[src/rtl/mrd_rdx_p2s.sv]
// Radix butterfly vector FIFO with a parallel-to-serial output stage.
// Each 5-wide vector becomes radix serial samples on a valid/ready stream.
module mrd_rdx_p2s #(
  parameter int wData = 18,
  parameter int DEPTH = 4
) (
  input  logic                    clk,
  input  logic                    rst_n,
  input  logic                    in_val,
  input  logic signed [wData-1:0] din_real [0:4],
  input  logic signed [wData-1:0] din_imag [0:4],
  input  logic [2:0]              radix,
  input  logic                    out_rdy,
  input  logic                    ovf_clr,
  output logic                    out_val,
  output logic signed [wData-1:0] dout_real,
  output logic signed [wData-1:0] dout_imag,
  output logic                    sop,
  output logic                    eop,
  output logic                    ovf,
  output logic [$clog2(DEPTH):0]  level
);

  localparam int AW = $clog2(DEPTH);

  logic signed [wData-1:0] re_q [DEPTH][0:4];
  logic signed [wData-1:0] im_q [DEPTH][0:4];
  logic [2:0]              rdx_q [DEPTH];

  logic [AW-1:0] wr_q, wr_d;
  logic [AW-1:0] rd_q, rd_d;
  logic [AW:0]   lvl_q, lvl_d;
  logic [2:0]    k_q, k_d;
  logic          ovf_q, ovf_d;

  logic       full, xfer, pop, push, drop;
  logic [2:0] rdx_eff, rdx_hd, k_last;

  always_comb begin
    rdx_eff = ((radix >= 3'd2) && (radix <= 3'd5)) ? radix : 3'd5;
    rdx_hd  = rdx_q[rd_q];
    k_last  = rdx_hd - 3'd1;
    full    = (lvl_q == (AW+1)'(DEPTH));
    out_val = (lvl_q != '0);
    xfer    = out_val && out_rdy;
    pop     = xfer && (k_q == k_last);
    // a full FIFO still takes the vector when the head leaves this edge
    push    = in_val && (!full || pop);
    drop    = in_val && full && !pop;
    sop     = out_val && (k_q == 3'd0);
    eop     = out_val && (k_q == k_last);
    dout_real = out_val ? re_q[rd_q][k_q] : '0;
    dout_imag = out_val ? im_q[rd_q][k_q] : '0;
    ovf     = ovf_q;
    level   = lvl_q;

    wr_d  = push ? wr_q + 1'b1 : wr_q;
    rd_d  = pop  ? rd_q + 1'b1 : rd_q;
    lvl_d = lvl_q;
    if (push && !pop)
      lvl_d = lvl_q + 1'b1;
    else if (pop && !push)
      lvl_d = lvl_q - 1'b1;
    k_d = k_q;
    if (pop)
      k_d = 3'd0;
    else if (xfer)
      k_d = k_q + 3'd1;
    ovf_d = drop ? 1'b1 : (ovf_clr ? 1'b0 : ovf_q);
  end

  always_ff @(posedge clk) begin
    if (push) begin
      for (int i = 0; i < 5; i++) begin
        re_q[wr_q][i] <= din_real[i];
        im_q[wr_q][i] <= din_imag[i];
      end
      rdx_q[wr_q] <= rdx_eff;
    end
  end

  always_ff @(posedge clk or negedge rst_n) begin
    if (!rst_n) begin
      wr_q  <= '0;
      rd_q  <= '0;
      lvl_q <= '0;
      k_q   <= '0;
      ovf_q <= 1'b0;
    end else begin
      wr_q  <= wr_d;
      rd_q  <= rd_d;
      lvl_q <= lvl_d;
      k_q   <= k_d;
      ovf_q <= ovf_d;
    end
  end

endmodule

[config.mk]
export PLATFORM = sky130hd
export DESIGN_NAME = mrd_rdx_p2s
export DESIGN_NICKNAME = d
export VERILOG_FILES = /design/src/rtl/mrd_rdx_p2s.sv
export SDC_FILE = /design/constraint.sdc
export NUM_CORES = 1
export LEC_CHECK = 0
export ABC_CLOCK_PERIOD_IN_PS = 18500
export CORE_MARGIN = 1.5
export CORE_UTILIZATION = 40
export DETAILED_ROUTE_END_ITERATION = 10
export GPL_TIMING_DRIVEN = 0
export SLEW_MARGIN = 20
export SYNTH_ARGS = -nofsm -noshare
export SYNTH_HDL_FRONTEND = slang
export SYNTH_SLANG_ARGS = --single-unit
[constraint.sdc]
create_clock -name clk -period 18.5 [get_ports clk]
set_input_delay 3.7 -clock clk [delete_from_list [all_inputs] [get_ports clk]]
set_output_delay 3.7 -clock clk [all_outputs]
set_load 0.005 [all_outputs]
==> metrics.yaml, run 1 <==
timing:
  finalClockSkew_ns: 0.0229
  tightest_slew_ns: 0.918
  slew_violations: 0
  setup_violations: 0
  fin_crit_sh_pct: 43.7
  rsz0062_at_grt: "false"
  min_period_ns: 8.09
  hold_viol_final: 0
  relSlewSlack_pct: 38.8
  fmax_mhz: 124
  fin_tns_setup_ns: 0
synthesis:
  synth_top_area_share_pct: 76.3
  ys_top_cells_by_count: "edfxtp_1, mux4_2, a21oi_1, mux2i_1, nand2_1"
  synth_area_leaders: "edfxtp_1, mux4_2, mux2i_1"
  synth_fp_nets: 1570
  yosysWarnings: 0
  ys_types: 44
  synth-seq-area-share_pct: 77.2
  synth_edf_count: 732
  syn_inst: 1373
  syn_area_per_cell_um2: 21.0
  syn_area_um2: 28800
  synthArstFlopShare_pct: 1.48
  synth_most_common_cell: "edfxtp_1"
  synth.largest_area_cell: "edfxtp_1"
  synth_seq_cells: 743
  ys.flop_type: "edfxtp_1"
finish:
  fin_util_pct: 49.4
  syn_to_final_growth_pct: 22.4
  nNetsFinal: 1897
  multi_input_area_um2: 6080
  regArea_um2: 22300
  fill_cells: 5878
  drive_above_1_share_pct: 20.8
power:
  p_leak_nw: 11.6
  power_density_nw_per_um2: 168
  worst_ir_drop_vdd_uv: 96.1
placed_design:
  io_buffers: 230
  globalplace.congestion: 0.795
  place_hpwl_um: 45500
worst_setup_path:
  worst_path_max_delay_cell: "clkdlybuf4s50_1"
  cp.arrival_ns: 4.39
  critical_path_class: "reg -> out"
  path_max_fanout: 10
  cp.required_ns: 14.80
  crit_chain: "buf_6 -> buf_12 -> buf_8 -> buf_2 -> mux4_2 -> inv_1 -> ha_1 -> xor2_1 -> xnor2_1 -> nand4_2 -> nor2_1 -> clkdlybuf4s50_1"
  startpoint_type: "flop"
  worstSetupEndpointType: "primary output"
  r2r_cells: 15
  slowest_delay_ns: 0.57
global_route:
  grt_max_degree: 47
  grt_pass1_wl_um: 99900
  gr-total-overflow: 0
  antenna_found_initial: 12
  track_usage_pct: 18.7
  grt_pass1_vias: 15100
floorplan:
  die_y_um: 271
  die_area_um2: 73700
  initial_core_util_pct: 40.4
  chipWidth_um: 271
  rows: 98
  io_pins: 231
  core-area_um2: 71400
clock_network:
  h-tree-depth: 3
  path_clk_slew_ns: 0.06
  cts_setup_buffers: 0
  cts_hold_buf: 0
  cts_sinks: 743
  clockBufferDepth: 3
  cts_tree: "yes"
  cts_root_buffer: "clkbuf_16"
  ctsResizeCount: 0
  clkLatencyLatePin_ns: 0.63
  cts_buffers: 78
route:
  dr.pass1.iters: 5
  drt_iter0_drc: 1111
  wire_per_inst_um: 25.0
  viasPerCell: 5.27
  drtAntennaViolNets: 0
  wirelength_um: 67900
  drc: 0
  via_count: 14300
flow_run:
  maxCapViolCount: 0
hold_path:
  hold_path_class: "reg -> reg"
  hold_depth: 2
run_status:
  status: "complete, no violations"
==> area by class of cell <==
type | count | area share [%]
plain buffers | 73 | 1.28
inverters | 11 | 0.117
flip-flops and latches | 743 | 63.1
repair buffers | 247 | 7.81
clock inverters | 39 | 1.01
multi-input cells | 546 | 17.2
diodes | 1 | 0.00709
clock buffers | 103 | 6.10
well taps | 950 | 3.37
==> path summary, 6_finish.rpt <==
| kind | start | endpoint | slack, ns |
|---|---|---|---|
| setup / recovery | rd_q[0] | eop | 10.41 |
| hold / removal | ovf | ovf | 0.54 |
| setup reg to reg | rd_q[0] | re_q[2][6] | 13.68 |
| hold reg to reg | ovf | ovf | 0.54 |
| max in group asynchronous | rst_n | wr_q[0] | 14.70 |
| min in group asynchronous | rst_n | rd_q[0] | 3.43 |
==> sequential cells by signal, summed over array words and instances, names as in the netlist <==
register  count
rdx_q        12
k_q           3
wr_q          2
re_q        360
im_q        360
level         3
ovf           1
rd_q          2
==> placed cells by master, fill, tap and decap left out, types with 5 or more instances in the layout <==
master / Yosys / routed
edfxtp_1: 732 / 732
clkdlybuf4s50_1: 0 / 230
mux4_2: 142 / 142
clkbuf_16: 0 / 82
a21oi_1: 71 / 71
mux2i_1: 70 / 70
nand2_1: 58 / 58
clkbuf_1: 27 / 46
mux2_2: 42 / 42
o22ai_1: 30 / 30
o21ai_0: 25 / 25
o21ai_1: 25 / 25
buf_2: 16 / 16
clkinv_1: 1 / 15
buf_16: 0 / 15
o31ai_1: 14 / 14
buf_4: 13 / 13
clkinv_2: 0 / 12
dfrtp_1: 11 / 11
inv_1: 10 / 10
a21o_1: 10 / 10
ha_1: 8 / 8
nor2_1: 7 / 7
buf_1: 6 / 6
o31ai_2: 6 / 6
bufinv_16: 0 / 6
buf_6: 5 / 5
xor2_1: 5 / 5
buf_8: 5 / 5
==> critical path: cells and delay by family (launching register included) <==
family / cells / cell delay, ns
and+or+nand+nor: 2 / 0.57
adders and majority gates: 1 / 0.15
xor gates and xnor gates: 2 / 0.51
DFF: 1 / 0.40
buffers and inverters: 6 / 1.55
muxes: 1 / 0.55
==> per-layer routing <==
layer | global-route usage [%] | wire [um] | share of wire [%]
met1 | 24.9 | 28100 | 41
met2 | 30.7 | 33700 | 50
met3 | 4.60 | 4670 | 6.9
met4 | 5.32 | 1360 | 2.0
met5 | 0 | 156 | 0.23
==> cell families (layout without fill, tap and decap cells) <==
kind of cell             after synthesis  count (layout)  share of synthesized area (%)
AND/OR/NAND/NOR                       90              90                           1.45
adder cells (fa/ha/maj)                9               9                          0.417
XOR/XNOR                               9               9                          0.273
flip-flops                           743             743                           77.2
other                                  0               1                              0
buffers and inverters                 84             473                           1.71
multiplexers                         255             255                           15.2
AO/OA/AOI/OAI                        183             183                           3.72
==> power breakdown <==
group | internal, W | switching (W) | leakage, nW | total (W)
clock | 0.000902 | 0.000619 | 1.22 | 0.00152
combinational | 0.000915 | 0.00116 | 3.51 | 0.00207
sequential | 0.00227 | 0.0000772 | 6.84 | 0.00234
==> per-stage QoR <==
step	setup slack, ns	instance area (um2)	hold WS, ns	instances	total power (W)
after global placement	5.04	32300	0.525	2553	0.00454
after floorplan	9.35	28800	0.512	1373	0.00365
final	10.41	35300	0.538	2713	0.00593
after detailed placement	11.03	32800	0.531	2570	0.00449
after global routing	10.23	35300	0.584	2712	0.00622
after CTS	10.33	35300	0.540	2712	0.00602
Power figures use the tool's default switching activity.
==> run 2: changes to the inputs <==
--- a/config.mk
+++ b/config.mk
@@ -5,7 +5,7 @@
 export SDC_FILE = /design/constraint.sdc
 export NUM_CORES = 1
 export LEC_CHECK = 0
-export ABC_CLOCK_PERIOD_IN_PS = 18500
+export ABC_CLOCK_PERIOD_IN_PS = 7650
 export CORE_MARGIN = 1.5
 export CORE_UTILIZATION = 40
 export DETAILED_ROUTE_END_ITERATION = 10
==> constraint.sdc (replaced) <==
create_clock -name clk -period 7.65 [get_ports clk]
set_input_delay 1.53 -clock clk [delete_from_list [all_inputs] [get_ports clk]]
set_output_delay 1.53 -clock clk [all_outputs]
set_load 0.005 [all_outputs]
==> results of run 2 <==
The final DEF is identical to that of run 1. Status: complete, no violations.
Main changes from that run: setup slack after placement 11.03 ns -> 2.35 ns; setup slack after layout 10.41 ns -> 1.73 ns; register-to-register setup slack 13.68 ns -> 2.83 ns; total power 0.00593 W -> 0.0143 W; worst IR drop on VDD 96.1 uV -> 232 uV
==> run 3: changes to the inputs <==
--- a/config.mk
+++ b/config.mk
@@ -5,7 +5,7 @@
 export SDC_FILE = /design/constraint.sdc
 export NUM_CORES = 1
 export LEC_CHECK = 0
-export ABC_CLOCK_PERIOD_IN_PS = 7650
+export ABC_CLOCK_PERIOD_IN_PS = 5100
 export CORE_MARGIN = 1.5
 export CORE_UTILIZATION = 40
 export DETAILED_ROUTE_END_ITERATION = 10
==> constraint.sdc (replaced) <==
create_clock -name clk -period 5.1 [get_ports clk]
set_input_delay 1.02 -clock clk [delete_from_list [all_inputs] [get_ports clk]]
set_output_delay 1.02 -clock clk [all_outputs]
set_load 0.005 [all_outputs]
==> run 3 against run 2 <==
Combinational power grew 51%. Register-to-register slack lost 2.2 ns. Core utilization is essentially flat. Non-clock buffer count grew 1. Critical path depth shrank 1. Sequential power grew 50%.
==> metrics.yaml, run 3 (synthesized netlist as in run 1, its figures left out) <==
floorplan:
  core-area_um2: 71400  # unchanged
  rows: 98  # unchanged
  chipWidth_um: 271  # unchanged
  die_y_um: 271  # unchanged
  io_pins: 231  # unchanged
  die_area_um2: 73700  # unchanged
  initial_core_util_pct: 40.4  # unchanged
hold_path:
  holdPathEnd: "wr_q[1]"
  hold_path_class: "reg -> reg"
  worstHoldStart: "wr_q[1]"
  hold_depth: 1  # -1
power:
  p_leak_nw: 11.6  # +0.12%
  comb_power_share_pct: 35.0  # about the same
  power_density_nw_per_um2: 611
  intPower_w: 0.0148
  clockPowerShare_pct: 25.5  # about the same
  switching_share_pct: 31.5
  worst_ir_drop_vdd_uv: 279
  share_seq_of_total_power_pct: 39.4  # about the same
  switchingPower_w: 0.00679
route:
  drt_iter0_drc: 1117  # +0.54%
  viasPerCell: 5.33  # +1.1%
  wire_per_inst_um: 25.5  # +1.7%
  drtAntennaViolNets: 0  # unchanged
  drc: 0  # unchanged
  wirelength_um: 69100  # +1.6%
  dr.pass1.iters: 5  # unchanged
  via_count: 14400  # +0.95%
clock_network:
  clkLatencyLatePin_ns: 0.62  # about the same
  cts_hold_buf: 0  # unchanged
  cts_root_buffer: "clkbuf_16"
  h-tree-depth: 3  # unchanged
  cts_buffers: 78  # unchanged
  clockBufferDepth: 3  # unchanged
  path_clk_slew_ns: 0.06  # about the same
  cts_tree: "yes"
  cts_setup_buffers: 0  # unchanged
  cts_sinks: 743  # unchanged
worst_setup_path:
  path_max_fanout: 19  # +9
  startpoint_type: "flop"
  r2r_cells: 14  # -1
  r2r-start: "rd_q[0]"
  cp.arrival_ns: 3.88  # -0.51 ns
  worstSetupEndpointType: "primary output"
  crit_family: "buffers and inverters"
  cp.required_ns: 4.08
  worst_path_max_delay_cell: "clkdlybuf4s50_1"
  reg2reg_to: "re_q[0][67]"
  crit_chain: "buf_6 -> buf_12 -> buf_8 -> mux4_2 -> inv_1 -> ha_1 -> xor2_2 -> xnor2_1 -> nand4_2 -> nor2_4 -> clkdlybuf4s50_1"
  critical_path_class: "reg -> out"
  critPathBufInv: 5  # -1
  r2r_setup_slack_ns: 0.67
  slowest_delay_ns: 0.54  # -0.03 ns
timing:
  setup_violations: 0  # unchanged
  holdWs_ns: 0.569  # +0.0313 ns
  fmax_mhz: 204
  slew_violations: 0  # unchanged
  hold_viol_final: 0  # unchanged
  finalClockSkew_ns: 0.0264  # +0.00348 ns
  rsz0062_at_grt: "true"
  fin_ws_ns: 0.201
  fin_crit_sh_pct: 96.1
  relSlewSlack_pct: 41.8  # +3.0 points
  min_period_ns: 4.90
  tightest_slew_ns: 0.873  # -0.0450 ns
finish:
  nNetsFinal: 1898  # +0.053%
  most-common-layout-cells: "edfxtp_1, clkdlybuf4s50_1, mux4_2"
  fin_util_pct: 49.4  # about the same
  final_common_cell: "edfxtp_1"
  drive_above_1_share_pct: 21.2  # +0.36 points
  diodes: 0  # -1
  syn_to_final_growth_pct: 22.4  # about the same
  largestRegisters: "im_q (360), re_q (360), rdx_q (12)"
  post-route-cell-area_um2: 35300  # about the same
placed_design:
  globalplace.congestion: 0.795  # about the same
  postPlaceCellArea_um2: 32800  # about the same
  place_hpwl_um: 45900  # +0.89%
  place_ws_ns: 0.305
  io_buffers: 230  # unchanged
run_status:
  status: "complete, no violations"
flow_run:
  maxCapViolCount: 0  # unchanged
global_route:
  antenna_found_initial: 13  # +1
  grt_max_degree: 43  # -8.5%
  grt_pass1_wl_um: 101000  # +1.2%
  grt_pass1_vias: 15300  # +1.5%
  gr-total-overflow: 0  # unchanged
  track_usage_pct: 18.8  # +0.093 points
## run 3: changes by cell type in the layout (fill, tap and decap cells not counted), sizes merged
cell,previous run,this run
clkbuf,130,124
clkinv,28,32
clkinvlp,4,0
buf,63,65
inv,12,14
diode,1,0
## run 3: worst max-delay path by stage
stage	from	depth (start not counted)	to
4_1_cts	rd_q[1]	12	eop
6_report	rd_q[0]	11	eop
5_1_grt	rd_q[0]	11	eop
2_1_floorplan	rd_q[0]	12	im_q[0][0]
3_3_place_gp	rd_q[0]	12	re_q[0][62]
3_5_place_dp	rd_q[1]	15	re_q[0][66]
## run 3: through the flow
stage / total power (W) / setup TNS, ns / instances
CTS: 0.0219 / 0 / 2711
global route: 0.0226 / -0.00916 / 2710
floorplan: 0.0131 / -100.0 / 1373
finish: 0.0216 / 0 / 2710
global placement: 0.0162 / -1878.01 / 2553
detailed placement: 0.0163 / 0 / 2573
## run 3: cell type report
class                   instances  area (um2)
fillers                      5797       36100
clock buffers                  98        2100
well taps                     950        1190
flip-flops and latches        743       22300
inverters                      11        41.3
repair buffers                250        2770
plain buffers                  71         457
multi-input cells             546        6100
clock inverters                41         364
## run 3: layer usage
| metal | global-route usage, % | wire length, um | vias to the layer above |
|---|---|---|---|
| met5 | 0 | 166 | - |
| met4 | 4.99 | 1370 | 26 |
| met3 | 4.54 | 4370 | 122 |
| met2 | 31.0 | 33800 | 417 |
| met1 | 25.1 | 29300 | 7530 |
| li1 | - | - | 6341 |
## run 3: repair_timing
action | CTS | global route
endpoints found under the hold margin | 0 | 0
resized for setup | 5 | 4
setup endpoints to repair | 4 | 7
## run 3: power by group through the flow
stage               combinational [W]  clock, W  sequential (W)
finish                        0.00756   0.00551         0.00850
global route                  0.00809   0.00585         0.00861
CTS                           0.00772   0.00563         0.00852
detailed placement            0.00769         0         0.00864
global placement              0.00735         0         0.00884
floorplan                     0.00444         0         0.00866
